--- config.mk ---
export PLATFORM = sky130hd
export DESIGN_NAME = uart_mmio_bridge
export DESIGN_NICKNAME = d
export VERILOG_FILES = /design/src/rtl/uart_mmio_bridge.sv
export SDC_FILE = /design/constraint.sdc
export NUM_CORES = 1
export LEC_CHECK = 0
export ABC_AREA = 1
export ABC_CLOCK_PERIOD_IN_PS = 5650
export CORE_MARGIN = 4
export CORE_UTILIZATION = 55
export DETAILED_ROUTE_END_ITERATION = 12
export DONT_BUFFER_PORTS = 1
export GPL_ROUTABILITY_DRIVEN = 0
export GPL_TIMING_DRIVEN = 0
export PLACE_DENSITY_LB_ADDON = 0.2
export REMOVE_ABC_BUFFERS = 1
export SLEW_MARGIN = 15
export SYNTH_ARGS = -nofsm -noshare
export SYNTH_HDL_FRONTEND = slang
export SYNTH_SLANG_ARGS = --single-unit
export TNS_END_PERCENT = 50
--- constraint.sdc ---
create_clock -name clk -period 5.65 [get_ports clk]
set_input_delay 1.695 -clock clk [delete_from_list [all_inputs] [get_ports clk]]
set_output_delay 1.695 -clock clk [all_outputs]
set_load 0.05 [all_outputs]
--- src/rtl/uart_mmio_bridge.sv ---
// Data-side bus stage: routes CPU accesses either to data RAM or to a memory-mapped
// 8N1 UART transmitter with a TX FIFO, and muxes load data back to the CPU.
module uart_mmio_bridge #(
    parameter logic [31:0] BASE_ADDR   = 32'hFFFF_F000,
    parameter int          FIFO_DEPTH  = 8,
    parameter logic [15:0] DEFAULT_DIV = 16'd868
) (
    input  logic        clk,
    input  logic        rst,
    input  logic [31:0] cpu_addr,
    input  logic [31:0] cpu_wdata,
    input  logic        cpu_we,
    output logic [31:0] cpu_rdata,
    output logic        ram_we,
    input  logic [31:0] ram_rdata,
    output logic        uart_tx
);
    localparam int PW = $clog2(FIFO_DEPTH);
    localparam logic [PW:0] DEPTH_C = (PW+1)'(FIFO_DEPTH);
    localparam logic [PW:0] ONE_C   = (PW+1)'(1);

    typedef enum logic [1:0] {
        ST_IDLE  = 2'd0,
        ST_START = 2'd1,
        ST_DATA  = 2'd2,
        ST_STOP  = 2'd3
    } state_t;

    logic          sel_s, wr_s, push_req_s, push_ok_s, pop_s;
    logic [1:0]    off_s;
    logic [7:0]    fifo_mem_r [FIFO_DEPTH];
    logic [PW-1:0] wr_ptr_r, rd_ptr_r;
    logic [PW:0]   count_r;
    logic          ovf_r;
    logic [15:0]   div_r;
    state_t        state_r, state_next_s;
    logic [15:0]   cnt_r, cnt_next_s, bit_div_r, bit_div_next_s;
    logic [2:0]    idx_r, idx_next_s;
    logic [7:0]    shift_r, shift_next_s;
    logic          bit_end_s, tx_s, busy_s, tx_r;
    logic          empty_s, full_s, done_s;
    logic [31:0]   reg_rd_s;
    logic          unused_bits_s;

    assign sel_s      = (cpu_addr[31:12] == BASE_ADDR[31:12]);
    assign off_s      = cpu_addr[3:2];
    assign wr_s       = cpu_we & sel_s;
    assign push_req_s = wr_s & (off_s == 2'd0);
    assign pop_s      = (state_r == ST_IDLE) & (count_r != {(PW+1){1'b0}});
    // A full FIFO still accepts a push when the transmitter drains an entry that same cycle.
    assign push_ok_s  = push_req_s & ((count_r < DEPTH_C) | pop_s);
    assign empty_s    = (count_r == {(PW+1){1'b0}});
    assign full_s     = (count_r == DEPTH_C);
    assign done_s     = empty_s & (state_r == ST_IDLE);

    assign ram_we        = cpu_we & ~sel_s;
    assign cpu_rdata     = sel_s ? reg_rd_s : ram_rdata;
    assign uart_tx       = tx_r;
    assign unused_bits_s = ^{cpu_addr[11:4], cpu_addr[1:0], cpu_wdata[31:16]};

    // FIFO storage; contents need no reset since the pointers define validity.
    always_ff @(posedge clk) begin
        if (push_ok_s) fifo_mem_r[wr_ptr_r] <= cpu_wdata[7:0];
    end

    // FIFO pointers, occupancy and sticky overflow flag.
    always_ff @(posedge clk) begin
        if (rst) begin
            wr_ptr_r <= {PW{1'b0}};
            rd_ptr_r <= {PW{1'b0}};
            count_r  <= {(PW+1){1'b0}};
            ovf_r    <= 1'b0;
        end else begin
            if (push_ok_s) wr_ptr_r <= wr_ptr_r + {{(PW-1){1'b0}}, 1'b1};
            if (pop_s)     rd_ptr_r <= rd_ptr_r + {{(PW-1){1'b0}}, 1'b1};
            case ({push_ok_s, pop_s})
                2'b10:   count_r <= count_r + ONE_C;
                2'b01:   count_r <= count_r - ONE_C;
                default: count_r <= count_r;
            endcase
            if (push_req_s && !push_ok_s)                      ovf_r <= 1'b1;
            else if (wr_s && off_s == 2'd1 && cpu_wdata[3])    ovf_r <= 1'b0;
            else                                               ovf_r <= ovf_r;
        end
    end

    // Baud divisor register, clamped to a minimum of 2.
    always_ff @(posedge clk) begin
        if (rst) begin
            div_r <= DEFAULT_DIV;
        end else if (wr_s && off_s == 2'd2) begin
            div_r <= (cpu_wdata[15:0] < 16'd2) ? 16'd2 : cpu_wdata[15:0];
        end else begin
            div_r <= div_r;
        end
    end

    // Transmitter state register and registered serial output.
    always_ff @(posedge clk) begin
        if (rst) begin
            state_r   <= ST_IDLE;
            cnt_r     <= 16'd0;
            bit_div_r <= 16'd2;
            idx_r     <= 3'd0;
            shift_r   <= 8'd0;
            tx_r      <= 1'b1;
        end else begin
            state_r   <= state_next_s;
            cnt_r     <= cnt_next_s;
            bit_div_r <= bit_div_next_s;
            idx_r     <= idx_next_s;
            shift_r   <= shift_next_s;
            tx_r      <= tx_s;
        end
    end

    // Next-state logic; the divisor is latched per bit so a mid-frame change lands on a boundary.
    always_comb begin
        state_next_s   = state_r;
        cnt_next_s     = cnt_r + 16'd1;
        bit_div_next_s = bit_div_r;
        idx_next_s     = idx_r;
        shift_next_s   = shift_r;
        bit_end_s      = (cnt_r == bit_div_r - 16'd1);
        case (state_r)
            ST_IDLE: begin
                cnt_next_s = 16'd0;
                if (pop_s) begin
                    state_next_s   = ST_START;
                    shift_next_s   = fifo_mem_r[rd_ptr_r];
                    bit_div_next_s = div_r;
                end else begin
                    state_next_s   = ST_IDLE;
                end
            end
            ST_START: begin
                if (bit_end_s) begin
                    state_next_s   = ST_DATA;
                    cnt_next_s     = 16'd0;
                    idx_next_s     = 3'd0;
                    bit_div_next_s = div_r;
                end else begin
                    state_next_s   = ST_START;
                end
            end
            ST_DATA: begin
                if (bit_end_s) begin
                    cnt_next_s     = 16'd0;
                    shift_next_s   = {1'b0, shift_r[7:1]};
                    bit_div_next_s = div_r;
                    idx_next_s     = idx_r + 3'd1;
                    state_next_s   = (idx_r == 3'd7) ? ST_STOP : ST_DATA;
                end else begin
                    state_next_s   = ST_DATA;
                end
            end
            ST_STOP: begin
                if (bit_end_s) begin
                    state_next_s = ST_IDLE;
                    cnt_next_s   = 16'd0;
                end else begin
                    state_next_s = ST_STOP;
                end
            end
            default: begin
                state_next_s = ST_IDLE;
                cnt_next_s   = 16'd0;
            end
        endcase
    end

    // Output decode: line level and busy flag per state.
    always_comb begin
        tx_s   = 1'b1;
        busy_s = 1'b0;
        case (state_r)
            ST_IDLE:  begin tx_s = 1'b1;       busy_s = 1'b0; end
            ST_START: begin tx_s = 1'b0;       busy_s = 1'b1; end
            ST_DATA:  begin tx_s = shift_r[0]; busy_s = 1'b1; end
            ST_STOP:  begin tx_s = 1'b1;       busy_s = 1'b1; end
            default:  begin tx_s = 1'b1;       busy_s = 1'b0; end
        endcase
    end

    // Register read mux for the UART window.
    always_comb begin
        reg_rd_s = 32'd0;
        case (off_s)
            2'd1:    reg_rd_s = {26'd0, 1'b0, done_s, ovf_r, busy_s, empty_s, full_s};
            2'd2:    reg_rd_s = {16'd0, div_r};
            default: reg_rd_s = 32'd0;
        endcase
    end
endmodule
==> reports/summary.log, run 1 <==
qor: power_and_ir_drop.vdd.ir_drop.worst 0.0002966 V
qor: detailed_routing.routedWlPerCell 16.84 um
qor: power_and_ir_drop.sequentialPowerShare 0.341
qor: power_and_ir_drop.power_frac_comb 0.343
qor: worst_setup_path.worstSetupPathType in2out
qor: worst_setup_path.crit_path_end_kind output pin
qor: run.maxCapViolations 0
qor: cells_and_area.sequential_cell_area 3443 um2
qor: clock_network.clk-insertion-delay-late 0.42 ns
qor: worst_setup_path.timing.reg2reg.setup_slack 2.40 ns
qor: clock_network.clk_root_buffer_cell clkbuf_16
qor: yosys.async_reset_ff_frac 0
qor: cells_and_area.most_common_library_cell_in_the_layout_ignoring_fill_and_taps nand2_1
qor: place.post_dp_cell_area 7629 um2
qor: detailed_routing.final_antenna_net_count 0
qor: yosys.synthesis.area 7428 um2
qor: cells_and_area.multiInputGateArea 3477 um2
qor: cells_and_area.drive_above_1_share 0.1050
qor: detailed_routing.drt_first_iter_violations 448
qor: global_route.grt_pass1_vias 5865
qor: die.ioPinCount 133
qor: worst_setup_path.reg2reg_to count_r[3]$_SDFFE_PP0P_
qor: power_and_ir_drop.switching_share 0.3810
qor: yosys.synth.avg_cell_area 7.919 um2
qor: place.detailed_place_hpwl 13500 um
qor: sta.setup_skew_after_layout 0.008458 ns
qor: power_and_ir_drop.p_clk_frac 0.315
qor: detailed_routing.routed_wl 18870 um
qor: sta.setup-tns-final 0 ns
qor: worst_setup_path.worstPathRequired 3.95 ns
qor: clock_network.cts_setup_buffers 0
qor: min_path.holdPathEnd idx_r[1]$_SDFFE_PP0P_
qor: cells_and_area.final_core_utilization 0.6240
qor: clock_network.cts-buffers-inserted 17
qor: yosys.synth.ff_latch_count 140
qor: yosys.synthesis_warning_total 0
qor: die.floorplan.die_area 15430 um2
qor: die.die_h 124.2 um
qor: clock_network.htree_num_levels 4
qor: yosys.netlist_instances 938
qor: global_route.grt_max_degree 44
qor: power_and_ir_drop.p_leak 3.477 nW
qor: cells_and_area.areaGrowthSynthToFinish 11.23%
qor: cells_and_area.finish.instance_area 8263 um2
qor: worst_setup_path.regToRegStartpoint state_r[0]$_SDFF_PP0_
qor: status.run_status finished clean
qor: sta.timing_worst_slew_pin_value 1.156 ns
qor: clock_network.cts.clk_slew.worst_paths 0.06 ns
qor: cells_and_area.most-common-layout-cells nand2_1 (177), nor2_1 (133), inv_1 (116)
qor: sta.setup_ws 0.2786 ns
qor: sta.fmax 186.2 MHz
qor: detailed_routing.vias 6195
qor: min_path.min_path_type reg2reg
qor: yosys.ys_dominant_reg_cell dfxtp_1
qor: global_route.gr-usage-all-layers 0.2468
qor: cells_and_area.count_of_filler_cells_inserted_in_the_layout 1202
qor: sta.slew_headroom 0.2285
qor: clock_network.cts_buffer_depth 2
qor: detailed_routing.drc 0
qor: sta.setup_repair_after_global_routing_missed_its_margin false
qor: global_route.grt_first_pass_wirelength 30380 um
qor: sta.timing.final.setup_violations 0
qor: worst_setup_path.worst-endpoint-arrival 3.68 ns
qor: die.core 13240 um2
qor: sta.timing.final.hold_violations 0
qor: global_route.grt_antenna_before_repair 1
qor: place.port_buffers 0
qor: yosys.synth_cell_types 45
qor: sta.timing_max_transition_violations_final 0
qor: die.die_width 124.2 um
qor: yosys.synth_enable_flop_cells 64
qor: clock_network.tritoncts built
qor: clock_network.clkSinkCount 140
qor: sta.min_period 5.371 ns
qor: min_path.min_delay_path_depth 2
qor: power_and_ir_drop.power 3.788 mW
qor: clock_network.postCtsHoldBufs 0
qor: worst_setup_path.r2r.worst_path.cells 17
qor: place.pre_cts_ws 0.2790 ns
qor: power_and_ir_drop.power_density 458.4 nW/um2
qor: worst_setup_path.start_kind input port
qor: sta.period_share 0.9507
qor: detailed_routing.first_pass_iters 5
qor: power_and_ir_drop.power.switching 1.443 mW
qor: global_route.grt_remaining_overflow 0
qor: die.start_util 0.5609
qor: detailed_routing.avgViaCountPerCell 5.531
qor: die.std_cell_rows 42
qor: power_and_ir_drop.p_int 2.345 mW
qor: yosys.synth_seq_area_share 0.4635
qor: clock_network.cts_resized 0
qor: min_path.hold_path.startpoint idx_r[1]$_SDFFE_PP0P_
qor: worst_setup_path.worstPathMaxFanout 3
qor: cells_and_area.nets 1047
[routing by layer]
layer	GRT usage	vias up	share of wire	routed length, um
li1	-	3093	-	-
met1	0.3067	2830	0.42	7909
met2	0.4084	241	0.48	8966
met3	0.06744	31	0.081	1532
met4	0.09736	0	0.024	457
met5	0	-	0	0
[cell type report]
cell class,instances,area share
Antenna cell,1,0.0003028
Clock buffer,20,0.05406
Clock inverter,12,0.02241
Inverter,124,0.05633
Multi-Input combinational cell,645,0.4208
Sequential cell,140,0.4167
Tap cell,176,0.02665
Timing Repair Buffer,2,0.002726
[cells by family after synthesis]
| family | synth area share |
|---|---|
| and+or+nand+nor | 0.2894 |
| adders and majority gates | 0.03133 |
| DFF | 0.4635 |
| AOI/OAI and AO/OA | 0.1110 |
| xor gates and xnor gates | 0.02358 |
| buffers and inverters | 0.08118 |
[power groups by stage]
stage	clock (mW)	sequential, mW	combinational, mW
after floorplan	0	1.27	1.04
after global placement	0	1.31	1.26
after detailed placement	0	1.31	1.28
after CTS	1.20	1.29	1.30
after global routing	1.26	1.31	1.49
final	1.19	1.29	1.30
[worst max-delay path, stage by stage]
cell,delay [ns]
nand4_1,0.10
nor3_1,0.27
nor3b_1,0.54
nand2_1,0.15
o21ai_1,0.90
[registers in the layout, indices dropped and copies added, names as in the netlist, named ones only]
| name | count |
|---|---|
| bit_div_r | 16 |
| cnt_r | 16 |
| count_r | 4 |
| div_r | 16 |
| fifo_mem_r | 64 |
| idx_r | 3 |
| ovf_r | 1 |
| rd_ptr_r | 3 |
| shift_r | 8 |
| state_r | 2 |
| uart_tx | 1 |
| wr_ptr_r | 3 |
[metrics by stage]
step	hold WS, ns	std cells
finish	0.4635	1120
global route	0.4851	1120
CTS	0.4632	1119
detailed placement	0.4550	1087
global placement	0.4524	1085
floorplan	0.4334	909
[cell usage after synthesis (2+ instances only)]
cell type  instances  area share
a211oi_1           6      0.0061
a21oi_1           39       0.026
a22oi_1            3      0.0030
buf_1              4      0.0020
buf_2              2      0.0013
buf_6              3      0.0045
clkbuf_1          19      0.0096
clkinv_1           3      0.0015
dfxtp_1           76        0.20
edfxtp_1          64        0.26
ha_1              17       0.029
inv_1            117       0.059
inv_2              4      0.0020
nand2_1          177       0.089
nand2_2           10      0.0084
nand2_4            4      0.0061
nand3_1           59       0.040
nand3_2            6      0.0081
nand3_4            2      0.0047
nand3b_1           4      0.0040
nand4_1           22       0.019
nor2_1           133       0.067
nor2_2             8      0.0067
nor2_4             6      0.0091
nor3_1            15       0.010
nor3b_1            4      0.0040
nor4_1             4      0.0034
o211ai_1           5      0.0051
o21ai_0           58       0.039
o21ai_1            3      0.0020
o221ai_1           2      0.0024
o22ai_1           14       0.012
o31ai_1           11       0.011
or2_2              5      0.0042
xnor2_1            9       0.011
xor2_1            11       0.013
[worst max path at each step]
stage / start / end / slack (ns)
after CTS: cpu_addr[19] / cpu_rdata[4] / 0.27
after global placement: cpu_addr[19] / cpu_rdata[8] / -0.84
after floorplan: cpu_addr[13] / cpu_rdata[10] / -0.12
final: cpu_addr[19] / cpu_rdata[4] / 0.28
after detailed placement: cpu_addr[19] / cpu_rdata[4] / 0.28
after global routing: cpu_addr[19] / cpu_rdata[4] / 0.13
Note: power is estimated with default switching activity, not from simulation.
==> run 2, diff against run 1 <==
--- a/config.mk
+++ b/config.mk
@@ -7,7 +7,7 @@
 export LEC_CHECK = 0
 export ABC_AREA = 1
 export ABC_CLOCK_PERIOD_IN_PS = 5650
-export CORE_MARGIN = 4
+export CORE_MARGIN = 1.5
 export CORE_UTILIZATION = 55
 export DETAILED_ROUTE_END_ITERATION = 12
 export DONT_BUFFER_PORTS = 1
==> reports/summary.log, run 2 (synthesis results as in run 1) <==
qor: status.run_status finished clean
qor: power_and_ir_drop.p_leak 3.449 nW [-0.81%]
qor: global_route.grt_antenna_before_repair 0 [-1]
qor: power_and_ir_drop.power_density 441.8 nW/um2 [-3.6%]
qor: detailed_routing.drc 0 [unchanged]
qor: place.port_buffers 0 [unchanged]
qor: detailed_routing.routedWlPerCell 15.67 um [-6.9%]
qor: clock_network.htree_num_levels 4 [unchanged]
qor: cells_and_area.most-common-layout-cells nand2_1 (176), nor2_1 (116), inv_1 (115)
qor: detailed_routing.routed_wl 17600 um [-6.7%]
qor: sta.slew_headroom 0.3057 [+0.07724]
qor: cells_and_area.count_of_filler_cells_inserted_in_the_layout 1114 [-7.3%]
qor: cells_and_area.finish.instance_area 8317 um2 [+0.65%]
qor: detailed_routing.drt_first_iter_violations 438 [-2.2%]
qor: place.dp_cells 1085 [-0.18%]
qor: sta.timing.final.setup_violations 0 [unchanged]
qor: worst_setup_path.worst-endpoint-arrival 3.65 ns [-0.03 ns]
qor: worst_setup_path.worstSetupPathType in2out
qor: die.core 13190 um2 [-0.40%]
qor: clock_network.cts-buffers-inserted 17 [unchanged]
qor: global_route.grt_pass1_vias 5596 [-4.6%]
qor: worst_setup_path.critical_path.startpoint cpu_addr[2]
qor: detailed_routing.final_antenna_net_count 0 [unchanged]
qor: clock_network.clk-insertion-delay-late 0.42 ns [about the same]
qor: worst_setup_path.crit_path_end_kind output pin
qor: sta.period_share 0.9460 [-0.004677]
qor: cells_and_area.final_cells 1123 [+0.27%]
qor: die.std_cell_rows 42 [unchanged]
qor: cells_and_area.nets 1051 [+0.38%]
qor: cells_and_area.antennaDiodeCount 0 [-1]
qor: die.die_width 119.2 um [-4.0%]
qor: sta.fmax 187.1 MHz [+0.49%]
qor: worst_setup_path.worstPathMaxFanout 13 [+10]
qor: sta.timing_max_transition_violations_final 0 [unchanged]
qor: place.post_dp_cell_area 7596 um2 [-0.43%]
qor: sta.setup_skew_after_layout 0.006542 ns [-0.001915 ns]
qor: worst_setup_path.regToRegStartpoint state_r[0]$_SDFF_PP0_
qor: place.detailed_place_hpwl 12110 um [-10%]
qor: detailed_routing.avgViaCountPerCell 5.517 [-0.25%]
qor: min_path.min_path_type reg2reg
qor: clock_network.tritoncts built
qor: clock_network.clk_root_buffer_cell clkbuf_16
qor: clock_network.postCtsHoldBufs 0 [unchanged]
qor: global_route.grt_max_degree 44 [unchanged]
qor: run.maxCapViolations 0 [unchanged]
qor: power_and_ir_drop.vdd.ir_drop.worst 0.0002711 V [-8.6%]
qor: cells_and_area.most_common_library_cell_in_the_layout_ignoring_fill_and_taps nand2_1
qor: global_route.grt_first_pass_wirelength 27630 um [-9.0%]
qor: worst_setup_path.worstPathRequired 3.95 ns [about the same]
qor: clock_network.cts.clk_slew.worst_paths 0.06 ns [about the same]
qor: min_path.hold_path.startpoint div_r[7]$_SDFFE_PP0P_
qor: cells_and_area.drive_above_1_share 0.1278 [+0.02279]
qor: global_route.gr-usage-all-layers 0.2509 [+0.004099]
qor: die.ioPinCount 133 [unchanged]
qor: sta.min_period 5.345 ns [-0.02642 ns]
qor: sta.timing.final.hold_violations 0 [unchanged]
qor: sta.timing_worst_slew_pin_value 1.040 ns [-0.1157 ns]
qor: detailed_routing.first_pass_iters 5 [unchanged]
qor: die.die_h 119.2 um [-4.0%]
qor: sta.setup_repair_after_global_routing_missed_its_margin false
qor: cells_and_area.max_reg_flops 64 [unchanged]
qor: global_route.grt_remaining_overflow 0 [unchanged]
qor: clock_network.clkSinkCount 140 [unchanged]
qor: die.start_util 0.5632 [+0.002235]
qor: die.floorplan.die_area 14210 um2 [-7.9%]
qor: cells_and_area.areaGrowthSynthToFinish 11.96%
qor: clock_network.cts_buffer_depth 2 [unchanged]
qor: worst_setup_path.start_kind input port
qor: cells_and_area.max_flop_register fifo_mem_r
qor: detailed_routing.vias 6196 [+0.016%]
qor: sta.setup-tns-final 0 ns [unchanged]
-- run 2: cell count changes in the layout (fill, tap and decap cells not counted), sizes merged --
cell	previous run	this run
bufinv	4	2
clkinvlp	1	6
clkbuf	20	19
clkinv	8	7
diode	1	0
buf	2	4
nand4	22	23
-- run 2: path summary, 6_finish.rpt --
path                             endpoint  slack (ns)  cells after the start
setup reg to reg  count_r[3]$_SDFFE_PP0P_        2.61                     17
setup / recovery             cpu_rdata[3]        0.30                      6
hold reg to reg     div_r[7]$_SDFFE_PP0P_        0.47                      2
hold / removal      div_r[7]$_SDFFE_PP0P_        0.47                      2
-- run 2: layer usage --
metal  vias to the layer above  global-route usage  share of wire
li1                       3107                   -              -
met1                      2815              0.3380           0.45
met2                       234              0.3898           0.45
met3                        40             0.04789          0.068
met4                         0              0.1205          0.034
met5                         -                   0              0
-- run 2: what timing repair did --
item                       in CTS  in global routing
buffers inserted                0                  4
gates resized for setup         3                 21
pin swaps                       1                  9
setup endpoints to repair      29                 29
gates cloned                    1                  1
-- run 2: power breakdown --
group / switching, mW / total [mW] / internal [mW]
Combinational: 0.857 / 1.29 / 0.438
Clock: 0.438 / 1.09 / 0.652
Sequential: 0.137 / 1.29 / 1.15
-- run 2: cell type report --
class | instances | area (um2) | area share
Timing Repair inverter | 1 | 7.507 | 0.0009027
Timing Repair Buffer | 4 | 42.54 | 0.005115
Clock inverter | 13 | 141.4 | 0.01700
Sequential cell | 140 | 3443 | 0.4140
Inverter | 124 | 469.2 | 0.05642
Tap cell | 176 | 220.2 | 0.02648
Multi-Input combinational cell | 646 | 3560 | 0.4280
Clock buffer | 19 | 432.9 | 0.05205
-- run 2: critical path: stages --
cell and delay, ns:
inv_1 0.06, ha_1 0.28, inv_1 0.37, o21ai_0 0.32
nand2_1 0.14, o21ai_1 0.78
-- run 2: per-stage QoR --
step	util	hold WS [ns]	setup WS, ns	power (mW)
3_5_place_dp	0.5759	0.4535	-0.5341	2.578
6_report	0.6305	0.4691	0.3050	3.675
5_1_grt	0.6305	0.4910	0.1854	3.924
2_1_floorplan	-	0.4334	-0.1221	2.312
3_3_place_gp	0.5694	0.4490	-0.5768	2.560
4_1_cts	0.6208	0.4665	-0.1334	3.670
